<file path="src/rtl/config_loader.sv">
// Writer end of the CRAM configuration shift chain: accepts bitstream words and shifts exactly
// CHAIN_LEN bits MSB-first into the chain. Define CFG_READBACK_EN for a CRC-8 recirculating readback check.
module config_loader #(
    parameter int unsigned WORD_W    = 8,
    parameter int unsigned CHAIN_LEN = 320
) (
    input  logic              clk,
    input  logic              rst,
    input  logic              start,
    input  logic [WORD_W-1:0] word_data,
    input  logic              word_valid,
    output logic              word_ready,
    output logic              config_data_in,
    output logic              config_en,
    input  logic              config_data_out,
    output logic              busy,
    output logic              done,
    output logic              error
);

    localparam int unsigned CNT_W = $clog2(CHAIN_LEN + 1);
    localparam int unsigned REM_W = $clog2(WORD_W + 1);

    typedef enum logic [2:0] {
        IDLE,
        LOAD,
        SHIFT,
`ifdef CFG_READBACK_EN
        VERIFY,
`endif
        DONE
    } state_t;

    state_t             state_q, state_d;
    logic [WORD_W-1:0]  shreg_q, shreg_d;
    logic [CNT_W-1:0]   bits_sent_q, bits_sent_d;
    logic [REM_W-1:0]   rem_q, rem_d;
    logic [31:0]        left_c;

    logic word_ready_q, word_ready_d;
    logic config_en_q, config_en_d;
    logic shift_bit_q, shift_bit_d;
    logic busy_q, busy_d;
    logic done_q, done_d;

`ifdef CFG_READBACK_EN
    logic [7:0] crc_tx_q, crc_tx_d;
    logic [7:0] crc_rx_q, crc_rx_d;
    logic       error_q, error_d;

    function automatic logic [7:0] crc8_step(input logic [7:0] crc, input logic bit_in);
        logic fb;
        fb = crc[7] ^ bit_in;
        return {crc[6:0], 1'b0} ^ (fb ? 8'h07 : 8'h00);
    endfunction
`endif

    // Bits still owed to the chain; the final word may be truncated to this many bits.
    assign left_c = 32'(CHAIN_LEN) - 32'(bits_sent_q);

    always_ff @(posedge clk) begin
        if (rst) begin
            state_q      <= IDLE;
            shreg_q      <= '0;
            bits_sent_q  <= '0;
            rem_q        <= '0;
            word_ready_q <= 1'b0;
            config_en_q  <= 1'b0;
            shift_bit_q  <= 1'b0;
            busy_q       <= 1'b0;
            done_q       <= 1'b0;
`ifdef CFG_READBACK_EN
            crc_tx_q     <= '0;
            crc_rx_q     <= '0;
            error_q      <= 1'b0;
`endif
        end else begin
            state_q      <= state_d;
            shreg_q      <= shreg_d;
            bits_sent_q  <= bits_sent_d;
            rem_q        <= rem_d;
            word_ready_q <= word_ready_d;
            config_en_q  <= config_en_d;
            shift_bit_q  <= shift_bit_d;
            busy_q       <= busy_d;
            done_q       <= done_d;
`ifdef CFG_READBACK_EN
            crc_tx_q     <= crc_tx_d;
            crc_rx_q     <= crc_rx_d;
            error_q      <= error_d;
`endif
        end
    end

    always_comb begin
        state_d     = state_q;
        shreg_d     = shreg_q;
        bits_sent_d = bits_sent_q;
        rem_d       = rem_q;
`ifdef CFG_READBACK_EN
        crc_tx_d    = crc_tx_q;
        crc_rx_d    = crc_rx_q;
        error_d     = error_q;
`endif
        unique case (state_q)
            IDLE: begin
                if (start) begin
                    state_d     = LOAD;
                    bits_sent_d = '0;
`ifdef CFG_READBACK_EN
                    crc_tx_d    = '0;
                    crc_rx_d    = '0;
                    error_d     = 1'b0;
`endif
                end
            end
            LOAD: begin
                if (word_valid && word_ready_q) begin
                    shreg_d = word_data;
                    rem_d   = (left_c >= 32'(WORD_W)) ? REM_W'(WORD_W) : REM_W'(left_c);
                    state_d = SHIFT;
                end
            end
            SHIFT: begin
                shreg_d     = shreg_q << 1;
                bits_sent_d = bits_sent_q + CNT_W'(1);
                rem_d       = rem_q - REM_W'(1);
`ifdef CFG_READBACK_EN
                crc_tx_d    = crc8_step(crc_tx_q, shreg_q[WORD_W-1]);
`endif
                if (rem_q == REM_W'(1)) begin
                    if (bits_sent_q == CNT_W'(CHAIN_LEN - 1)) begin
`ifdef CFG_READBACK_EN
                        state_d     = VERIFY;
                        bits_sent_d = '0;
`else
                        state_d     = DONE;
`endif
                    end else begin
                        state_d = LOAD;
                    end
                end
            end
`ifdef CFG_READBACK_EN
            // Recirculate the whole chain once, checking what comes out of the tail.
            VERIFY: begin
                crc_rx_d    = crc8_step(crc_rx_q, config_data_out);
                bits_sent_d = bits_sent_q + CNT_W'(1);
                if (bits_sent_q == CNT_W'(CHAIN_LEN - 1)) begin
                    state_d = DONE;
                    error_d = (crc_rx_d != crc_tx_q);
                end
            end
`endif
            DONE:    state_d = IDLE;
            default: state_d = IDLE;
        endcase

        word_ready_d = (state_d == LOAD);
`ifdef CFG_READBACK_EN
        config_en_d  = (state_d == SHIFT) || (state_d == VERIFY);
`else
        config_en_d  = (state_d == SHIFT);
`endif
        shift_bit_d  = (state_d == SHIFT) && shreg_d[WORD_W-1];
        busy_d       = (state_d != IDLE);
        done_d       = (state_d == DONE);
    end

    assign word_ready = word_ready_q;
    assign config_en  = config_en_q;
    assign busy       = busy_q;
    assign done       = done_q;

`ifdef CFG_READBACK_EN
    // Readback must loop the tail straight back to the head, so this path bypasses the output register.
    assign config_data_in = (state_q == VERIFY) ? config_data_out : shift_bit_q;
    assign error          = error_q;
`else
    logic unused_tail;
    assign unused_tail    = config_data_out;
    assign config_data_in = shift_bit_q;
    assign error          = 1'b0;
`endif

endmodule

</file>
<file path="config.mk">
export PLATFORM = sky130hd
export DESIGN_NAME = config_loader
export DESIGN_NICKNAME = d
export VERILOG_FILES = /design/src/rtl/config_loader.sv
export SDC_FILE = /design/constraint.sdc
export NUM_CORES = 1
export LEC_CHECK = 0
export ABC_AREA = 0
export CORE_ASPECT_RATIO = 0.75
export CORE_UTILIZATION = 54
export DETAILED_ROUTE_END_ITERATION = 10
export DONT_BUFFER_PORTS = 1
export GPL_TIMING_DRIVEN = 0
export PLACE_DENSITY = 0.7
export SLEW_MARGIN = 5
export SYNTH_ARGS = -nofsm -noshare
export SYNTH_HDL_FRONTEND = slang
export SYNTH_SLANG_ARGS = --single-unit
</file>
<file path="constraint.sdc">
create_clock -name clk -period 2.07 [get_ports clk]
set_input_delay 0.3105 -clock clk [delete_from_list [all_inputs] [get_ports clk]]
set_output_delay 0.3105 -clock clk [all_outputs]
set_load 0.1 [all_outputs]
</file>
# --- After elaboration in Yosys (flattened, before gate mapping) ---
# Index checks and enable logic that the tools add are counted.
totals:
  regBits: 29
  input_bits: 13
  output_inout_bits: 6
  elab_cells: 43
classes:
  add_sub_neg: 3
  order_cmp: 1
  eq_ne: 9
  n_mux: 12
  reduce_logical: 8
op_table:
  columns: ["operator", "count"]
  rows:
  - ["$ge A32 B4 Y1 const B", 1]
  - ["$pmux W9 S2", 1]
  - ["$pmux W8 S2", 1]
  - ["$sub A9 B9 Y10 const A", 1]
  - ["$add A9 B1 Y9 const B", 1]
  - ["$eq A3 B2 Y1 const B", 3]
  - ["$eq A9 B9 Y1 const B", 1]
  - ["$mux W3", 3]
  - ["$mux W9", 1]
  - ["$pmux W3 S3", 1]
  - ["$mux W4", 2]
  - ["$mux W8", 1]
  - ["$pmux W4 S2", 1]
  - ["$eq A3 B1 Y1 const B", 2]
  - ["$eq A4 B1 Y1 const B", 1]
  - ["$ne A2 B2 Y1 const B", 2]
  - ["$reduce_and A2 Y1", 2]
  - ["$reduce_bool A2 Y1", 2]
  - ["$sub A4 B1 Y4 const B", 1]
  - ["$logic_not A3 Y1", 1]
  - ["$reduce_bool A3 Y1", 1]
  - ["$logic_and A1 B1 Y1", 2]
  - ["$mux W2", 1]

# --- Longest topological paths before layout ---
logic_depth:
  word_depth: 6
  mapped_depth: 7
  ltp_nobuf: 6

# --- Worst setup path before layout ---
# OpenSTA, ideal clock, no wires.
synth_path:
  path_kind: "flip-flop to flip-flop"
  start: "register word_ready_q, in the netlist word_ready"
  end: "register rem_q[2]"
  setup_ns: 0.072
  t_arrival_ns: 1.975
  required_ns: 1.998
  setup_slack_ns: 0.023
  path_stages_with_launch: 6
  n_path_buf: 1
  synth_period_minus_slack_ns: 2.047
  cell_sequence: "dfxtp_1 > and4bb_2 > and2_1 > clkbuf_1 > o21ai_0 > o2bb2ai_1"
synth_via:
  elab_chain_cells: 3
synth_rtl:
  columns: ["element", "line_no", "text"]
  rows:
  - ["start, declared", "40", "logic word_ready_q, word_ready_d;"]
  - ["start signal, assigned", "82", "word_ready_q <= word_ready_d;"]
  - ["$logic_and A1 B1 Y1", "118", "if (word_valid && word_ready_q) begin"]
  - ["$ne A2 B2 Y1 (no line)", null, null]
  - ["$reduce_and A2 Y1 (no line)", null, null]
  - ["end signal, assigned", "81", "rem_q <= rem_d;"]
  - ["end, declared", "37", "logic [REM_W-1:0] rem_q, rem_d;"]
# Every way passes these cells.
# A chain may end at the register's enable or synchronous reset.

# --- Worst setup path in the final report ---
layout_path:
  start: "register rem_q[0]"
  end: "register busy_q, in the netlist busy"
layout_via:
  elab_chain_cells: 4
layout_rtl:
  columns: ["element", "line_no", "text"]
  rows:
  - ["$eq A4 B1 Y1", "131", "if (rem_q == REM_W'(1)) begin"]
  - ["$mux W3", "131", null]
  - ["$pmux W3 S3", "105", "unique case (state_q)"]
  - ["$reduce_bool A3 Y1", "166", "busy_d = (state_d != IDLE);"]
  - ["end signal, assigned", "85", "busy_q <= busy_d;"]
  - ["end, declared", "43", "logic busy_q, busy_d;"]
# Every way passes these cells.

==> reports/summary.md <==
- **switching power total** 0.236 mW
- **count of placed standard cells in the final layout, fillers left out** 214
- **Avg Vias per Cell** 5.83
- **post-DR wirelength/cell** 14.5 um
- **total number of placement rows** 15
- **sequential cell fraction of total power** 61.0%
- **total track usage** 23.1%
- **maximum number of pins on one net before global-route repair** 11
- **category of the worst setup path launch point** flip-flop
- **placed cells** 206
- **clock-pin slew on the worst setup and hold paths** 90 ps
- **final routed wirelength across all metal layers** 3100 um
- **number of clock buffers inserted by TritonCTS** 5
- **ANT cells** 0
- **vias in the first global route** 1138
- **transition time of the tightest slew-check pin** 939 ps
- **clock period minus worst slack** 1810 ps
- **share of the clock period used by the worst path after layout** 87.6%
- **initial standard-cell utilization of the core** 60.3%
- **IO Pins** 19
- **Ys Warns** 0
- **LEAKAGE** 0.561 nW
- **peak supply drop** 0.321 mV
- **H-tree level count** 2
- **synth unique cells** 48
- **critical path start-end classification** reg2reg
- **Post-synth top flop** sky130_fd_sc_hd__dfxtp_1
- **Bufs on Longest Clock Path** 2
- **1st-iter DRT viols** 58
- **Floorplan Core Area** 2440 um2
- **count of pins over their slew limit** 0
- **Port Buffer Count** 0
- **post-route worst hold slack** 104 ps
- **relative area change from synthesis to final layout** 6.98%
- **critical-path cell with the highest stage delay** sky130_fd_sc_hd__nor3b_1
- **synthesized flop and latch total** 29
- **source-to-sink clock delay at the later pin of the worst-skew pair** 330 ps
- **family with the most delay on the worst path** simple AND/OR/NAND/NOR gates
- **number of antenna violations at the first check in global routing** 0
- **die extent in x** 62.3 um
- **maximum fanout along the worst path** 5
- **fraction of final layout cells sized beyond drive strength 1** 15.6%
- **area of the mapped netlist** 1470 um2
- **crit path capture type** flip-flop
- **worst slew margin relative to its limit** 37.3%
- **Die Footprint** 2940 um2
- **RSZ-0062 raised after global routing** false
- **global-route wire length before repair** 4960 um
- **placed wire-length estimate** 2220 um
- **list of cells traversed by the critical path** ha_1 -> nor3b_1 -> nor2_1 -> o31ai_2 -> o21ai_0
- **number of synthesized flops with an enable pin** 0
- **Worst EP required** 2270 ps
- **leftover overflow at the end of global routing** 0
- **maximum clock skew at final layout** 7.88 ps
- **number of failing setup endpoints in the final timing report** 0
- **detailed-route DRC error count** 0
- **final hold vios** 0
- **count of TritonRoute iterations in the first routing pass** 4
- **count of hold buffers inserted by post-cts repair** 0
- **DRT antenna net count** 0
- **Worst Path Buf+Inv** 0
- **Fmax** 551 MHz
- **result of the run** finished, final reports clean
- **CP Data Arrival Time** 2020 ps
- **total number of vias** 1248
- **part of the power in the clock network** 34.7%
- **Chip Height** 47.2 um
- **post-CTS setup repair buffer count** 0
- **class of the tightest hold or removal check** in2reg
- **power per cell area** 595 nW/um2
- **part of the Yosys area used for sequential elements** 39.5%
- **switching share of power** 25.2%
- **clock tree from TritonCTS** done
- **Net count, final** 197
- **stage delay of the slowest cell on the critical path** 450 ps
- **CTS Root Buffer Type** sky130_fd_sc_hd__clkbuf_4
- **combinational group share of total power** 4.3%
- **Internal Pwr Total** 0.699 mW
- **final estimated routing congestion in global placement** 0.823
- **TritonCTS Sinks** 29
- **max-capacitance violation count** 0
- **Avg Cell Area, Syn** 8.60 um2
- **async set-or-reset flop fraction in the synthesized netlist** 0%
- **gate count of the mapped netlist** 171
-- cell families (layout without fill, tap and decap cells) --
| group | Yosys count | after routing | share of synthesized area [%] |
|---|---|---|---|
| compound gates | 45 | 45 | 21.1 |
| xor+xnor | 2 | 2 | 1.19 |
| fa+ha+maj | 5 | 5 | 4.26 |
| buf+inv | 18 | 26 | 5.96 |
| flops | 29 | 29 | 39.5 |
| mux | 3 | 3 | 2.30 |
| other cells | 1 | 2 | 0.255 |
| simple gates | 68 | 68 | 25.4 |
-- power groups by stage --
stage / sequential (mW) / clock, mW / combinational [mW]
CTS: 0.572 / 0.330 / 0.0395
global placement: 0.584 / 0 / 0.0386
floorplan: 0.584 / 0 / 0.0322
detailed placement: 0.584 / 0 / 0.0394
finish: 0.570 / 0.325 / 0.0398
global route: 0.571 / 0.353 / 0.0439
-- per-stage QoR --
stage                     util, %  area (um2)  setup TNS [ps]  setup WS, ps  total power [mW]
final                        64.5        1570               0           256             0.935
after global routing         64.5        1570               0           111             0.968
after CTS                    64.3        1570               0           117             0.941
after detailed placement     62.2        1520           -1690          -208             0.624
after global placement       62.2        1520           -1430          -161             0.623
after floorplan                 -        1470               0          23.4             0.616
-- state kept, by name, indices dropped and copies added, names as in the netlist --
name            flops
word_ready          1
busy                1
shreg_q             8
config_en           1
done                1
rem_q               4
config_data_in      1
state_q             3
bits_sent_q         9
-- final cells by class --
class	instances	area (um2)
inverters	6	22.5
plain buffers	12	66.3
well taps	34	42.5
flip-flops and latches	29	584
multi-input cells	125	806
clock buffers	6	41.3
fillers	225	867
clock inverters	2	10.0
-- layer usage --
layer	up-vias	GRT usage, %	share of wire (%)
li1	625	-	-
met2	41	38.2	46
met3	7	7.52	6.2
met4	0	11.2	1.6
met5	-	0	0
met1	575	28.3	46
-- cells in the mapped netlist, types with 3 or more instances --
| cell | number | share of area [%] |
|---|---|---|
| sky130_fd_sc_hd__dfxtp_1 | 29 | 39 |
| sky130_fd_sc_hd__nor2_1 | 23 | 5.9 |
| sky130_fd_sc_hd__nand2_1 | 16 | 4.1 |
| sky130_fd_sc_hd__a21oi_1 | 13 | 4.4 |
| sky130_fd_sc_hd__a22oi_1 | 8 | 4.1 |
| sky130_fd_sc_hd__clkbuf_1 | 8 | 2.0 |
| sky130_fd_sc_hd__inv_1 | 6 | 1.5 |
| sky130_fd_sc_hd__ha_1 | 5 | 4.3 |
| sky130_fd_sc_hd__nor3_1 | 5 | 1.7 |
| sky130_fd_sc_hd__a211oi_1 | 3 | 1.5 |
| sky130_fd_sc_hd__a31oi_1 | 3 | 1.3 |
| sky130_fd_sc_hd__mux2_2 | 3 | 2.3 |
| sky130_fd_sc_hd__nand3_1 | 3 | 1.0 |
| sky130_fd_sc_hd__o21ai_0 | 3 | 1.0 |
| sky130_fd_sc_hd__or3_1 | 3 | 1.3 |
-- final timing paths --
| kind | from | to | slack [ps] | cells after the start |
|---|---|---|---|---|
| setup / recovery | rem_q[0] | busy | 260 | 5 |
| hold / removal | word_data[0] | shreg_q[0] | 100 | 2 |
| setup reg to reg | rem_q[0] | busy | 260 | 5 |
| hold reg to reg | shreg_q[4] | shreg_q[4] | 470 | 2 |
-- repair_timing --
action | 4_1_cts | 5_1_grt
resized for setup | 1 | 3
endpoints found under the setup margin | 12 | 2
pin swaps | 0 | 0
gates cloned | 0 | 0
-- placed cells by master (no fill, tap or decap), types with 5 or more instances in the layout --
cell and n:
sky130_fd_sc_hd__dfxtp_1 28, sky130_fd_sc_hd__nor2_1 23, sky130_fd_sc_hd__nand2_1 16, sky130_fd_sc_hd__a21oi_1 13, sky130_fd_sc_hd__clkbuf_1 8, sky130_fd_sc_hd__a22oi_1 8, sky130_fd_sc_hd__inv_1 6, sky130_fd_sc_hd__nor3_1 5
sky130_fd_sc_hd__ha_1 5, sky130_fd_sc_hd__clkbuf_4 5
(Power assumes the default switching activity.)
